--- src/rtl/ws2811_pkg.sv ---
// Shared types and timing helpers for the WS2811/WS2812 pixel transmitter.
package ws2811_pkg;

    typedef enum logic [2:0] {
        ST_LATCH,
        ST_IDLE,
        ST_HIGH,
        ST_LOW,
        ST_GAP
    } state_e;

    localparam int unsigned T0H_NS_SLOW  = 500;
    localparam int unsigned T1H_NS_SLOW  = 1200;
    localparam int unsigned TBIT_NS_SLOW = 2500;
    localparam int unsigned T0H_NS_FAST  = 250;
    localparam int unsigned T1H_NS_FAST  = 600;
    localparam int unsigned TBIT_NS_FAST = 1250;

    // Whole clock cycles in a duration, never less than one.
    function automatic int unsigned ns_to_cyc(input longint unsigned clk_hz,
                                              input longint unsigned ns);
        longint unsigned c;
        c = (clk_hz * ns) / 64'd1_000_000_000;
        return (c == 64'd0) ? 32'd1 : 32'(c);
    endfunction

    function automatic int unsigned max_u(input int unsigned a, input int unsigned b);
        return (a > b) ? a : b;
    endfunction

endpackage

--- src/rtl/ws2811_bit_timer.sv ---
// Loadable down-counter that parks at zero; shared by the HIGH, LOW and LATCH phases.
module ws2811_bit_timer #(
    parameter int unsigned          WIDTH   = 8,
    parameter logic [WIDTH-1:0]     RST_VAL = '0
) (
    input  logic             clk_i,
    input  logic             rst_i,
    input  logic             load_i,
    input  logic [WIDTH-1:0] load_val_i,
    output logic             zero_o
);

    logic [WIDTH-1:0] count_q;

    always_ff @(posedge clk_i) begin
        if (rst_i) begin
            count_q <= RST_VAL;
        end else if (load_i) begin
            count_q <= load_val_i;
        end else if (count_q != '0) begin
            count_q <= count_q - WIDTH'(1);
        end
    end

    assign zero_o = (count_q == '0);

endmodule

--- src/rtl/ws2811_pixel_tx.sv ---
// WS2811/WS2812 single-wire transmitter: streams pixel words MSB-first as NRZ
// pulses, then holds the line low for the latch period after NUM_PIXELS pixels.
module ws2811_pixel_tx
    import ws2811_pkg::*;
#(
    parameter int unsigned CLK_HZ     = 50_000_000,
    parameter int unsigned FAST_MODE  = 0,
    parameter int unsigned PIXEL_W    = 24,
    parameter int unsigned NUM_PIXELS = 50,
    parameter int unsigned LATCH_NS   = 50_000
) (
    input  logic               Clock,
    input  logic               Reset,
    input  logic [PIXEL_W-1:0] pixel_data,
    input  logic               pixel_valid,
    output logic               pixel_ready,
    output logic               busy,
    output logic               frame_done,
    output logic               underrun,
    output logic               signal
);

    localparam int unsigned T0H_NS  = (FAST_MODE != 0) ? T0H_NS_FAST  : T0H_NS_SLOW;
    localparam int unsigned T1H_NS  = (FAST_MODE != 0) ? T1H_NS_FAST  : T1H_NS_SLOW;
    localparam int unsigned TBIT_NS = (FAST_MODE != 0) ? TBIT_NS_FAST : TBIT_NS_SLOW;

    localparam int unsigned T0H_C   = ns_to_cyc(64'(CLK_HZ), 64'(T0H_NS));
    localparam int unsigned T1H_C   = ns_to_cyc(64'(CLK_HZ), 64'(T1H_NS));
    localparam int unsigned TBIT_C  = ns_to_cyc(64'(CLK_HZ), 64'(TBIT_NS));
    localparam int unsigned LATCH_C = ns_to_cyc(64'(CLK_HZ), 64'(LATCH_NS));

    localparam int unsigned TMR_W = $clog2(max_u(LATCH_C, TBIT_C) + 1);
    localparam int unsigned CNT_W = (NUM_PIXELS > 1) ? $clog2(NUM_PIXELS) : 1;
    localparam int unsigned IDX_W = (PIXEL_W > 1) ? $clog2(PIXEL_W) : 1;

    // Timer reloads are "duration - 1" so each phase lasts exactly its cycle count.
    localparam logic [TMR_W-1:0] T0H_LD   = TMR_W'(T0H_C - 1);
    localparam logic [TMR_W-1:0] T1H_LD   = TMR_W'(T1H_C - 1);
    localparam logic [TMR_W-1:0] T0L_LD   = TMR_W'(TBIT_C - T0H_C - 1);
    localparam logic [TMR_W-1:0] T1L_LD   = TMR_W'(TBIT_C - T1H_C - 1);
    localparam logic [TMR_W-1:0] LATCH_LD = TMR_W'(LATCH_C - 1);

    if (T1H_C >= TBIT_C) begin : g_bad_timing
        $error("ws2811_pixel_tx: T1H_C must be shorter than TBIT_C");
    end
    if (NUM_PIXELS < 1) begin : g_bad_count
        $error("ws2811_pixel_tx: NUM_PIXELS must be at least 1");
    end

    state_e             state_q;
    logic [PIXEL_W-1:0] shift_q;
    logic [IDX_W-1:0]   idx_q;
    logic [CNT_W-1:0]   cnt_q;
    logic               signal_q;
    logic               frame_done_q;
    logic               underrun_q;

    logic               tmr_zero;
    logic               tmr_load;
    logic [TMR_W-1:0]   tmr_val;
    logic               last_bit;
    logic               last_pix;
    logic               ready;
    logic               xfer;

    function automatic logic [TMR_W-1:0] high_ld(input logic b);
        return b ? T1H_LD : T0H_LD;
    endfunction

    assign last_bit = (idx_q == '0);
    assign last_pix = (cnt_q == CNT_W'(NUM_PIXELS - 1));
    assign ready    = (state_q == ST_IDLE) || (state_q == ST_GAP) ||
                      ((state_q == ST_LOW) && last_bit && tmr_zero);
    assign xfer     = pixel_valid && ready;

    always_comb begin
        tmr_load = 1'b0;
        tmr_val  = LATCH_LD;
        case (state_q)
            ST_IDLE, ST_GAP: begin
                if (xfer) begin
                    tmr_load = 1'b1;
                    tmr_val  = high_ld(pixel_data[PIXEL_W-1]);
                end
            end
            ST_HIGH: begin
                if (tmr_zero) begin
                    tmr_load = 1'b1;
                    tmr_val  = shift_q[PIXEL_W-1] ? T1L_LD : T0L_LD;
                end
            end
            ST_LOW: begin
                if (tmr_zero) begin
                    if (!last_bit) begin
                        tmr_load = 1'b1;
                        tmr_val  = high_ld(shift_q[PIXEL_W-2]);
                    end else if (xfer) begin
                        tmr_load = 1'b1;
                        tmr_val  = high_ld(pixel_data[PIXEL_W-1]);
                    end else if (last_pix) begin
                        tmr_load = 1'b1;
                        tmr_val  = LATCH_LD;
                    end
                end
            end
            default: ;
        endcase
    end

    ws2811_bit_timer #(
        .WIDTH   (TMR_W),
        .RST_VAL (LATCH_LD)
    ) u_timer (
        .clk_i      (Clock),
        .rst_i      (Reset),
        .load_i     (tmr_load),
        .load_val_i (tmr_val),
        .zero_o     (tmr_zero)
    );

    always_ff @(posedge Clock) begin
        if (Reset) begin
            state_q      <= ST_LATCH;
            shift_q      <= '0;
            idx_q        <= '0;
            cnt_q        <= '0;
            signal_q     <= 1'b0;
            frame_done_q <= 1'b0;
            underrun_q   <= 1'b0;
        end else begin
            frame_done_q <= 1'b0;
            underrun_q   <= 1'b0;
            case (state_q)
                ST_LATCH: begin
                    if (tmr_zero) begin
                        state_q      <= ST_IDLE;
                        frame_done_q <= 1'b1;
                    end
                end
                ST_IDLE: begin
                    if (xfer) begin
                        shift_q  <= pixel_data;
                        idx_q    <= IDX_W'(PIXEL_W - 1);
                        cnt_q    <= '0;
                        state_q  <= ST_HIGH;
                        signal_q <= 1'b1;
                    end
                end
                ST_HIGH: begin
                    if (tmr_zero) begin
                        state_q  <= ST_LOW;
                        signal_q <= 1'b0;
                    end
                end
                ST_LOW: begin
                    if (tmr_zero) begin
                        if (!last_bit) begin
                            shift_q  <= shift_q << 1;
                            idx_q    <= idx_q - IDX_W'(1);
                            state_q  <= ST_HIGH;
                            signal_q <= 1'b1;
                        end else if (xfer) begin
                            shift_q  <= pixel_data;
                            idx_q    <= IDX_W'(PIXEL_W - 1);
                            cnt_q    <= cnt_q + CNT_W'(1);
                            state_q  <= ST_HIGH;
                            signal_q <= 1'b1;
                        end else if (last_pix) begin
                            state_q <= ST_LATCH;
                        end else begin
                            state_q    <= ST_GAP;
                            underrun_q <= 1'b1;
                        end
                    end
                end
                ST_GAP: begin
                    if (xfer) begin
                        shift_q  <= pixel_data;
                        idx_q    <= IDX_W'(PIXEL_W - 1);
                        cnt_q    <= cnt_q + CNT_W'(1);
                        state_q  <= ST_HIGH;
                        signal_q <= 1'b1;
                    end
                end
                default: state_q <= ST_LATCH;
            endcase
        end
    end

    assign pixel_ready = ready;
    assign busy        = (state_q != ST_IDLE);
    assign frame_done  = frame_done_q;
    assign underrun    = underrun_q;
    assign signal      = signal_q;

endmodule

--- config.mk ---
export PLATFORM = sky130hd
export DESIGN_NAME = ws2811_pixel_tx
export DESIGN_NICKNAME = d
export VERILOG_FILES = /design/src/rtl/ws2811_pkg.sv /design/src/rtl/ws2811_bit_timer.sv /design/src/rtl/ws2811_pixel_tx.sv
export SDC_FILE = /design/constraint.sdc
export NUM_CORES = 1
export LEC_CHECK = 0
export BUFFER_PORTS_ARGS = -buffer_cell sky130_fd_sc_hd__buf_2
export CAP_MARGIN = 20
export CORE_ASPECT_RATIO = 1.5
export CORE_MARGIN = 2
export CORE_UTILIZATION = 38
export DETAILED_ROUTE_END_ITERATION = 8
export GPL_TIMING_DRIVEN = 0
export PLACE_DENSITY_LB_ADDON = 0.12
export SYNTH_ARGS = -nofsm -noshare
export SYNTH_HDL_FRONTEND = slang
export SYNTH_SLANG_ARGS = --single-unit
--- constraint.sdc ---
create_clock -name Clock -period 2.56 [get_ports Clock]
set_clock_uncertainty 0.2 [all_clocks]
set_input_delay 0.128 -clock Clock [delete_from_list [all_inputs] [get_ports Clock]]
set_output_delay 0.128 -clock Clock [all_outputs]
set_load 0.01 [all_outputs]
==> qor.csv, run 1 <==
stage,metric,value,unit
global_routing,initial antenna violation count,0,
route,First-pass DRT Iterations,4,
logic_synthesis,Mapped Area,2724,um^2
placed_design,post-detail-place hpwl,5397,um
worst_setup_path,Critical Path End Type,flip-flop,
power,VDD IR max,0.0002444,V
floorplan,Initial Util,0.3949,
timing,Pins Over Slew Limit,0,
logic_synthesis,Ys Warns,0,
logic_synthesis,count of different cell masters after synthesis,62,
worst_setup_path,reg-to-reg startpoint,u_timer.count_q[0]$_SDFFE_PP1P_,
timing,Fin Setup TNS,0,ns
timing,Final period util,0.9586,
clock_tree,CTS Buf Count,5,
power,power per cell area,513.9,nW/um^2
timing,setup ws final,0.1060,ns
timing,slew at the pin with the worst max-slew slack,0.5900,ns
worst_setup_path,Critical Path AT,2.46,ns
power,Leak Pwr,1.356,nW
route,Post-DRT Antenna Nets,0,
power,PnR Total Power,0.001752,W
worst_setup_path,R2R setup slack,0.11,ns
power,Psw,0.0004611,W
power,Sw Ratio,0.2632,
placed_design,Placer Congestion,0.9113,
clock_tree,CTS tree,yes,
route,Avg WL per Cell,16.02,um
layout,final instance area,3408,um^2
logic_synthesis,"Net Count, Synth",362,
timing,Slew HR,0.6067,
floorplan,die width,73.13,um
logic_synthesis,syn_area_per_cell,8.254,um^2
worst_setup_path,worst path required time,2.56,ns
global_routing,vias in the first global route,2700,
worst_hold_path,WHS Path Cells,4,
floorplan,die area,7875,um^2
run_status,status,finished clean,
worst_setup_path,RR Endpoint,u_timer.count_q[0]$_SDFFE_PP1P_,
worst_hold_path,origin of the worst min-delay path,pixel_valid,
logic_synthesis,number of synthesized flops with an enable pin,0,
power,Clk pwr share,0.350,
route,Via density,5.715,
clock_tree,clock buffer depth,2,
worst_hold_path,worst hold path type,input port to flip-flop,
global_routing,total global routing overflow,0,
layout,Layout fillers,679,
logic_synthesis,proportion of synthesized chip area in sequential cells,0.3895,
route,final wirelength,7545,um
timing,Fin. Hold Viols,0,
job,max-capacitance violation count,0,
global_routing,total track usage,0.2003,
global_routing,first-pass GRT wire length,12510,um
worst_setup_path,FF-to-FF path depth,8,
route,Vias,2692,
timing,fmax,0.4075,GHz
layout,layout cells sized above 1,0.1883,
floorplan,Top Ports,32,
logic_synthesis,ys flop type,dfxtp_1,
floorplan,core region area,6898,um^2
layout,nets,424,
logic_synthesis,Synth async-reset ratio,0,
power,Pint,0.001291,W
timing,setup violators final,0,
worst_setup_path,Worst setup SP type,flip-flop,
clock_tree,Skew-Pair Late Insertion Delay,0.31,ns
layout,Layout area overhead,25.13,%
power,logic gate share of total power,0.140,
worst_setup_path,Crit Path Category,flip-flop to flip-flop,
placed_design,Placed Area,2972,um^2
power,Sequential Power Share,0.510,
worst_hold_path,Min-Delay Endpoint,state_q[1]$_SDFFE_PP0P_,
logic_synthesis,#FFs+latches synth,53,
worst_setup_path,CP max FO,10,
logic_synthesis,Post-Syn Instances,330,
placed_design,Setup WS pre-CTS,-0.08848,ns
layout,n_diodes,0,
placed_design,Port Buffer Count,30,
timing,fin crit period,2.454,ns
global_routing,largest net degree at the start of global routing,17,
timing,RSZ-0062 raised after global routing,false,
clock_tree,"Clk pin slew, worst setup/hold paths",0.10,ns
clock_tree,CTS root buf,clkbuf_8,
floorplan,Die Ht,107.7,um
clock_tree,clock sinks,53,
route,post-detailed-route DRC marker count,0,
clock_tree,H-Tree Depth,2,
route,iteration-0 DRC count of the detailed router,137,
floorplan,Row Count,37,
layout,Final Util,0.4941,
-- power groups by stage --
| stage | combinational (W) | sequential (W) | clock (W) |
|---|---|---|---|
| after floorplan | 0.000155 | 0.000903 | 0 |
| after global placement | 0.000214 | 0.000912 | 0 |
| after detailed placement | 0.000213 | 0.000913 | 0 |
| after CTS | 0.000243 | 0.000894 | 0.000626 |
| after global routing | 0.000277 | 0.000902 | 0.000653 |
| final | 0.000245 | 0.000894 | 0.000612 |
-- sequential cells by signal, summed over array words and instances, names as in the netlist --
| signal | flops |
|---|---|
| frame_done | 1 |
| underrun | 1 |
| cnt_q | 6 |
| idx_q | 5 |
| state_q | 3 |
| shift_q | 24 |
| u_timer.count_q | 12 |
| signal | 1 |
-- cell usage after synthesis (all sizes together) (4+ instances only) --
cell | count | area share
a21oi | 19 | 0.035
buf | 12 | 0.026
clkbuf | 8 | 0.011
dfxtp | 53 | 0.39
ha | 5 | 0.023
inv | 9 | 0.012
nand2 | 18 | 0.025
nand4 | 4 | 0.011
nor2 | 46 | 0.063
nor3 | 29 | 0.053
nor4 | 8 | 0.035
o211ai | 4 | 0.011
o21ai | 20 | 0.038
o22ai | 24 | 0.057
or2 | 6 | 0.014
xnor2 | 4 | 0.013
-- final cells by class --
type	instances	area [um^2]	area share
flip-flops and latches	53	1062	0.3117
repair buffers	57	412.9	0.1211
clock inverters	2	37.54	0.01101
well taps	78	97.59	0.02863
plain buffers	18	110.1	0.03231
multi-input cells	248	1572	0.4611
inverters	9	33.78	0.009912
clock buffers	6	82.58	0.02423
-- metrics by stage --
step,cells,hold slack [ns]
floorplan,330,0.1002
global route,471,0.1291
detailed placement,438,0.2101
CTS,470,0.1005
finish,471,0.1236
global placement,438,0.1964
-- cells in the final DEF (no fill, tap or decap), types with 6 or more instances in the layout --
master	count
dfxtp_1	52
nor2_1	46
buf_2	34
nor3_1	29
dlygate4sd3_1	24
o22ai_1	23
nand2_1	18
a21oi_1	18
o21ai_0	16
inv_1	9
clkbuf_1	6
clkbuf_8	6
-- worst max path at each step --
stage,from,to,slack [ns],depth (start not counted)
6_report,u_timer.count_q[0]$_SDFFE_PP1P_,u_timer.count_q[0]$_SDFFE_PP1P_,0.11,8
5_1_grt,u_timer.count_q[0]$_SDFFE_PP1P_,u_timer.count_q[0]$_SDFFE_PP1P_,0.001,8
4_1_cts,u_timer.count_q[0]$_SDFFE_PP1P_,idx_q[0]$_SDFFE_PP0P_,0.02,9
3_3_place_gp,u_timer.count_q[0]$_SDFFE_PP1P_,idx_q[4]$_SDFFE_PP0P_,-0.05,7
3_5_place_dp,u_timer.count_q[0]$_SDFFE_PP1P_,idx_q[4]$_SDFFE_PP0P_,-0.09,7
2_1_floorplan,idx_q[0]$_SDFFE_PP0P_,shift_q[17]$_SDFFE_PP0P_,0.38,9
-- cells by family (layout without fill, tap and decap cells) --
group | count (synthesis) | count (layout) | synth area share
buf+inv | 29 | 92 | 0.04915
flops | 53 | 53 | 0.3895
simple gates | 139 | 139 | 0.2802
mux | 3 | 3 | 0.01102
xor+xnor | 6 | 6 | 0.01929
fa+ha+maj | 5 | 5 | 0.02297
compound gates | 95 | 95 | 0.2278
-- timing repair --
item,in CTS,in global routing
pin swaps,0,2
resized for setup,1,16
hold buffers,24,0
endpoints found under the hold margin,24,0
buffers inserted,0,3
endpoints found under the setup margin,1,38
gates cloned,0,0
-- per-layer routing --
layer,GRT usage,vias up,share of wire
li1,-,1349,-
met1,0.2275,1255,0.42
met2,0.3674,76,0.52
met3,0.02528,12,0.038
met4,0.07804,0,0.020
met5,0,-,0
-- critical path, cell delays in order, from the launching register on --
cell and delay (ns):
dfxtp_2 0.35, inv_1 0.05, ha_1 0.22, or3b_4 0.46
nor4_4 0.36, buf_6 0.21, a21o_1 0.13, a32oi_1 0.15
a31o_1 0.22
(Power assumes the default switching activity.)
==> inputs of run 2 (changes only) <==
--- a/config.mk
+++ b/config.mk
@@ -5,11 +5,13 @@
 export SDC_FILE = /design/constraint.sdc
 export NUM_CORES = 1
 export LEC_CHECK = 0
+export ABC_AREA = 1
 export BUFFER_PORTS_ARGS = -buffer_cell sky130_fd_sc_hd__buf_2
 export CAP_MARGIN = 20
 export CORE_ASPECT_RATIO = 1.5
 export CORE_MARGIN = 2
 export CORE_UTILIZATION = 38
+export CTS_BUF_LIST = sky130_fd_sc_hd__clkbuf_2
 export DETAILED_ROUTE_END_ITERATION = 8
 export GPL_TIMING_DRIVEN = 0
 export PLACE_DENSITY_LB_ADDON = 0.12
==> run 2 against run 1 <==
Against the previous run: power down 8.0%; non-clock buffer count fell by 5; area after synthesis rose by 2.1%; critical path depth is 6 higher; largest cell class unchanged.
==> qor.csv, run 2 <==
stage,metric,value,unit,change
run_status,status,finished clean,,
logic_synthesis,Mapped Area,2781,um^2,+2.1%
layout,Final Non-Filler Cells,536,,+14%
logic_synthesis,syn_area_per_cell,7.497,um^2,-9.2%
global_routing,total track usage,0.1805,,-0.01983
logic_synthesis,most numerous cell in the Yosys netlist,nor2_1,,
layout,nets,467,,+10%
timing,setup ws final,0.3105,ns,+0.2045 ns
logic_synthesis,Synth async-reset ratio,0,,unchanged
placed_design,Placer Congestion,0.7861,,-14%
power,VDD IR max,0.0002860,V,+17%
route,iteration-0 DRC count of the detailed router,113,,-18%
global_routing,vias in the first global route,2594,,-3.9%
timing,Fin. Hold Viols,0,,unchanged
worst_setup_path,worst path required time,2.69,ns,+0.13 ns
logic_synthesis,number of synthesized flops with an enable pin,0,,unchanged
clock_tree,CTS tree,yes,,
timing,Pins Over Slew Limit,0,,unchanged
timing,RSZ-0062 raised after global routing,false,,
logic_synthesis,"Net Count, Synth",403,,+11%
global_routing,total global routing overflow,0,,unchanged
layout,Reg with most FFs,shift_q,,
logic_synthesis,Post-Syn Instances,371,,+12%
timing,setup violators final,0,,unchanged
worst_setup_path,critical-path cell list,inv_1 > ha_1 > inv_1 > nor2_1 > nand2_1 > nor2_2 > nand3_2 > nand2_2 > nand2_2 > nand3_2 > a21oi_2 > nand2_1 > nand2_1 > nand2_1,,
clock_tree,clock sinks,53,,unchanged
route,Met3 Wirelength,116,um,-59%
logic_synthesis,count of different cell masters after synthesis,40,,-35%
worst_setup_path,CP dominant cell by count,nand2_1,,
power,Leak Pwr,1.509,nW,+11%
worst_hold_path,worst hold path type,flip-flop to flip-flop,,
layout,most frequent cells in the layout,"nor2_1 (68), dfxtp_1 (53), nand2_1 (51)",,
floorplan,Die Ht,108.8,um,+1.0%
layout,Layout area overhead,21.73,%,
clock_tree,H-Tree Depth,2,,unchanged
power,power per cell area,476.0,nW/um^2,-7.4%
logic_synthesis,Ys Warns,0,,unchanged
floorplan,die area,8034,um^2,+2.0%
logic_synthesis,ys flop type,dfxtp_1,,
clock_tree,CTS Buf Count,5,,unchanged
floorplan,die width,73.86,um,+0.99%
logic_synthesis,#FFs+latches synth,53,,unchanged
layout,"most common cell after layout, fill and taps aside",nor2_1,,
floorplan,Row Count,38,,+2.7%
clock_tree,Resized Gates After CTS,0,,-1
route,DR top layer,met4,,
layout,final instance area,3386,um^2,-0.66%
layout,Largest register FFs,24,,unchanged
layout,Regs by FF count,"shift_q x24, u_timer.count_q x12, cnt_q x6",,
floorplan,Top Ports,32,,unchanged
timing,Final period util,0.8787,,-0.07987
placed_design,Cells after DPL,502,,+15%
floorplan,Initial Util,0.3874,,-0.007467
route,Post-Route M1 WL,2738,um,-13%
worst_setup_path,Critical Path End Type,flip-flop,,
global_routing,initial antenna violation count,0,,unchanged
clock_tree,Skew-Pair Late Insertion Delay,0.42,ns,+0.11 ns
route,post-detailed-route DRC marker count,0,,unchanged
route,final wirelength,6672,um,-12%
clock_tree,clock buffer depth,2,,unchanged
route,Post-DRT Antenna Nets,0,,unchanged
route,Vias,2545,,-5.5%
timing,fin crit period,2.249,ns,-0.2045 ns
timing,fmax,0.4445,GHz,+9.1%
clock_tree,"Clk pin slew, worst setup/hold paths",0.27,ns,+0.17 ns
layout,n_diodes,0,,unchanged
worst_setup_path,max incr delay on CP,0.44,ns,-0.02 ns
route,Avg WL per Cell,12.45,um,-22%
placed_design,post-detail-place hpwl,4960,um,-8.1%
clock_tree,CTS root buf,clkbuf_2,,
timing,Slew HR,0.6287,,+0.02201
worst_setup_path,Worst setup SP type,flip-flop,,
global_routing,largest net degree at the start of global routing,16,,-1
global_routing,first-pass GRT wire length,11360,um,-9.2%
route,Via density,4.748,,-17%
worst_setup_path,CP max FO,5,,-5
logic_synthesis,cell accounting for the most synthesized area,dfxtp_1,,
clock_tree,# hold bufs at CTS,26,,+8.3%
worst_setup_path,Crit Path Category,flip-flop to flip-flop,,
timing,Fin Setup TNS,0,ns,unchanged
placed_design,Setup WS pre-CTS,0.3389,ns,+0.4274 ns
placed_design,Port Buffer Count,31,,+3.3%
route,DR WL met2,3756,um,-5.2%
job,max-capacitance violation count,0,,unchanged
logic_synthesis,proportion of synthesized chip area in sequential cells,0.3815,,-0.008060
worst_setup_path,"Max stage delay cell, worst path",dfxtp_1,,
layout,Layout fillers,727,,+7.1%
layout,layout cells sized above 1,0.1904,,+0.002072
placed_design,Placed Area,3062,um^2,+3.0%
route,First-pass DRT Iterations,4,,unchanged
logic_synthesis,Post-synth top cells,"nor2_1 (68), dfxtp_1 (53), nand2_1 (51)",,
floorplan,core region area,7179,um^2,+4.1%
logic_synthesis,post-synth top area share,0.3815,,-0.008060
clock_tree,post-CTS repair timing setup buffer count,0,,unchanged
logic_synthesis,Synth area leaders,"dfxtp_1 (38%), nor2_1 (9.2%), nand2_1 (6.9%)",,
worst_setup_path,Critical Path AT,2.38,ns,-0.08 ns
timing,slew at the pin with the worst max-slew slack,0.5570,ns,-0.03301 ns
run 2: cells by family after synthesis:
family                   count (synthesis)  share of synthesized area
AND/OR/NAND/NOR                        181                     0.3158
AO/OA/AOI/OAI                           64                     0.1507
buffers and inverters                   60                     0.1044
flip-flops                              53                     0.3815
XOR/XNOR                                 8                    0.02519
adder cells (fa/ha/maj)                  5                    0.02249
run 2: layout make-up:
cell class,instances,area (um^2),share of cell area
Clock inverter,2,33.78,0.009978
Buffer,13,113.9,0.03363
Clock buffer,6,30.03,0.008869
Multi-Input combinational cell,258,1430,0.4224
Sequential cell,53,1061,0.3134
Tap cell,100,125.1,0.03695
Timing Repair Buffer,57,415.4,0.1227
Inverter,47,176.4,0.05211
run 2: power breakdown:
part / internal, W / switching, W / total, W / leakage [nW]
registers: 0.000869 / 0.0000279 / 0.000897 / 0.431
logic: 0.000127 / 0.000163 / 0.000290 / 1.04
clock network: 0.000166 / 0.000259 / 0.000425 / 0.0406
run 2: per-stage QoR:
stage / hold slack (ns) / utilization / power (W)
2_1_floorplan: 0.07507 / - / 0.001097
3_3_place_gp: 0.1971 / 0.4265 / 0.001171
3_5_place_dp: 0.1967 / 0.4265 / 0.001174
4_1_cts: 0.2587 / 0.4716 / 0.001638
5_1_grt: 0.2438 / 0.4716 / 0.001713
6_report: 0.2854 / 0.4716 / 0.001612
run 2: worst max-delay path, delay by kind of cell (launching register included):
kind	cells	cell delay [ns]
flops	1	0.44
fa+ha+maj	1	0.19
buf+inv	2	0.13
simple gates	10	0.90
compound gates	1	0.29
run 2: final timing paths:
kind	from	end	slack [ns]	cells past startpoint
worst max-delay path	idx_q[0]$_SDFFE_PP0P_	u_timer.count_q[8]$_SDFFE_PP1P_	0.31	14
worst min-delay path	shift_q[0]$_SDFFE_PP0P_	shift_q[0]$_SDFFE_PP0P_	0.29	2
worst max register to register	idx_q[0]$_SDFFE_PP0P_	u_timer.count_q[8]$_SDFFE_PP1P_	0.31	14
worst min register to register	shift_q[0]$_SDFFE_PP0P_	shift_q[0]$_SDFFE_PP0P_	0.29	2
run 2: routing by layer:
metal  GRT usage  up-vias
li1            -     1348
met1      0.1870     1159
met2      0.3622       34
met3     0.02495        4
met4     0.04805        0
met5           0        -
==> inputs of run 3 (changes only) <==
--- a/config.mk
+++ b/config.mk
@@ -8,7 +8,6 @@
 export ABC_AREA = 1
 export BUFFER_PORTS_ARGS = -buffer_cell sky130_fd_sc_hd__buf_2
 export CAP_MARGIN = 20
-export CORE_ASPECT_RATIO = 1.5
 export CORE_MARGIN = 2
 export CORE_UTILIZATION = 38
 export CTS_BUF_LIST = sky130_fd_sc_hd__clkbuf_2
==> run 3 against run 2 <==
Against the previous run: fmax up 0.73%; wire length is 2.6% lower; highest routed layer unchanged; largest cell class unchanged; sequential cell count did not move.
==> qor.csv, run 3 (synthesis results as in run 2) <==
stage,metric,value,unit,change
job,max-capacitance violation count,0,,unchanged
layout,"most common cell after layout, fill and taps aside",nor2_1,,
layout,register area,1061,um^2,unchanged
route,post-detailed-route DRC marker count,0,,unchanged
layout,Regs by FF count,"shift_q x24, u_timer.count_q x12, cnt_q x6",,
layout,nets,467,,unchanged
clock_tree,clock buffer depth,2,,unchanged
timing,Final period util,0.8723,,-0.006396
global_routing,initial antenna violation count,0,,unchanged
worst_setup_path,Worst setup SP type,flip-flop,,
worst_setup_path,Crit Path Category,flip-flop to flip-flop,,
layout,most frequent cells in the layout,"nor2_1 (68), dfxtp_1 (53), nand2_1 (51)",,
route,First-pass DRT Iterations,4,,unchanged
layout,n_diodes,0,,unchanged
route,iteration-0 DRC count of the detailed router,130,,+15%
power,Sequential Power Share,0.552,,-0.004
timing,Fin Setup TNS,0,ns,unchanged
clock_tree,CTS Buf Count,5,,unchanged
global_routing,total track usage,0.1806,,about the same
run_status,status,finished clean,,
worst_setup_path,worst path required time,2.73,ns,+0.04 ns
layout,final instance area,3385,um^2,about the same
timing,Pins Over Slew Limit,0,,unchanged
clock_tree,"Clk pin slew, worst setup/hold paths",0.27,ns,about the same
global_routing,largest net degree at the start of global routing,16,,unchanged
floorplan,core region area,7176,um^2,about the same
placed_design,Placer Congestion,0.8309,,+5.7%
power,Psw,0.0004622,W,+2.8%
route,Post-DRT Antenna Nets,0,,unchanged
floorplan,Die Ht,89.56,um,-18%
power,logic gate share of total power,0.177,,-0.003
worst_setup_path,Critical Path End Type,flip-flop,,
worst_setup_path,CP max FO,5,,unchanged
placed_design,Cells after DPL,501,,-0.20%
layout,Layout fillers,753,,+3.6%
timing,Fin. Hold Viols,0,,unchanged
route,Avg WL per Cell,12.14,um,-2.4%
floorplan,Row Count,31,,-18%
placed_design,Placed Area,3060,um^2,about the same
route,final wirelength,6497,um,-2.6%
clock_tree,post-CTS repair timing setup buffer count,0,,unchanged
clock_tree,CTS root buf,clkbuf_2,,
layout,Reg with most FFs,shift_q,,
layout,Final Non-Filler Cells,535,,-0.19%
timing,Slew HR,0.6237,,-0.005010
timing,WHS,0.2669,ns,-0.01852 ns
floorplan,Initial Util,0.3876,,about the same
layout,Largest register FFs,24,,unchanged
clock_tree,clock sinks,53,,unchanged
power,Sw Ratio,0.2846,,+0.005585
power,Pint,0.001162,W,about the same
floorplan,die area,8020,um^2,-0.17%
floorplan,die width,89.56,um,+21%
timing,fin crit period,2.233,ns,-0.01637 ns
worst_setup_path,R2R setup slack,0.33,ns,+0.02 ns
timing,fmax,0.4478,GHz,+0.73%
global_routing,vias in the first global route,2456,,-5.3%
clock_tree,H-Tree Depth,2,,unchanged
floorplan,Top Ports,32,,unchanged
worst_hold_path,worst hold path type,input port to flip-flop,,
layout,Layout area overhead,21.68,%,about the same
layout,multi-input combinational cell area,1430,um^2,unchanged
power,PnR Total Power,0.001624,W,+0.77%
placed_design,post-detail-place hpwl,4616,um,-6.9%
timing,slew at the pin with the worst max-slew slack,0.5645,ns,+0.007515 ns
worst_setup_path,Critical Path AT,2.40,ns,+0.02 ns
route,Vias,2554,,+0.35%
route,Via density,4.774,,+0.54%
placed_design,Port Buffer Count,31,,unchanged
power,Clk pwr share,0.271,,+0.007
global_routing,total global routing overflow,0,,unchanged
worst_hold_path,WHS Path Cells,4,,+2
timing,RSZ-0062 raised after global routing,false,,
timing,setup violators final,0,,unchanged
clock_tree,Resized Gates After CTS,0,,unchanged
global_routing,first-pass GRT wire length,11300,um,-0.48%
layout,layout cells sized above 1,0.1904,,unchanged
power,power per cell area,479.8,nW/um^2,+0.81%
worst_setup_path,FF-to-FF path depth,14,,unchanged
power,Leak Pwr,1.509,nW,unchanged
clock_tree,CTS tree,yes,,
clock_tree,Skew-Pair Late Insertion Delay,0.45,ns,+0.03 ns
power,VDD IR max,0.0001955,V,-32%
[run 3: layer usage]
| layer | GRT usage | part of all wire | wire, um |
|---|---|---|---|
| met5 | 0 | 0 | 0 |
| met2 | 0.3035 | 0.47 | 3052 |
| met3 | 0.03416 | 0.026 | 172 |
| met1 | 0.2351 | 0.49 | 3176 |
| met4 | 0.05292 | 0.015 | 96 |
[run 3: path summary, 6_finish.rpt]
kind                                endpoint               startpoint
max reg2reg  u_timer.count_q[3]$_SDFFE_PP0P_    idx_q[0]$_SDFFE_PP0P_
max          u_timer.count_q[3]$_SDFFE_PP0P_    idx_q[0]$_SDFFE_PP0P_
min reg2reg          shift_q[0]$_SDFFE_PP0P_  shift_q[0]$_SDFFE_PP0P_
min                 shift_q[14]$_SDFFE_PP0P_           pixel_data[14]
[run 3: power by group through the flow]
stage                     Combinational (W)  Clock [W]  Sequential, W
after detailed placement           0.000256          0       0.000912
after CTS                          0.000288   0.000458       0.000897
after global placement             0.000258          0       0.000911
final                              0.000287   0.000440       0.000897
after floorplan                    0.000190          0       0.000906
after global routing               0.000329   0.000487       0.000903
[run 3: timing repair]
item	CTS	global route
hold buffers	26	0
setup endpoints to repair	0	0
hold endpoints to repair	35	0
[run 3: worst max-delay path, cell delays in order, from the launching register on]
cell	delay, ns
dfxtp_1	0.42
inv_1	0.07
ha_1	0.19
inv_1	0.05
nor2_1	0.03
nand2_1	0.14
nor2_2	0.05
nand3_2	0.08
nand2_2	0.07
nand2_2	0.08
nand3_2	0.12
a21oi_2	0.31
nand2_1	0.18
nand2_1	0.11
nor2_1	0.04
[run 3: layout make-up]
| type | count | share of cell area |
|---|---|---|
| multi-input combinational | 258 | 0.4225 |
| inverter | 47 | 0.05213 |
| timing repair buffer | 57 | 0.1227 |
| sequential | 53 | 0.3135 |
| clock buffer | 6 | 0.008872 |
| buffer | 13 | 0.03364 |
| clock inverter | 2 | 0.009982 |
| tap | 99 | 0.03660 |
[run 3: stage by stage]
stage,util,setup slack (ns)
after CTS,0.4717,0.3110
after global routing,0.4717,0.1229
after detailed placement,0.4265,0.3549
after global placement,0.4265,0.3263
final,0.4717,0.3269
after floorplan,-,0.6567
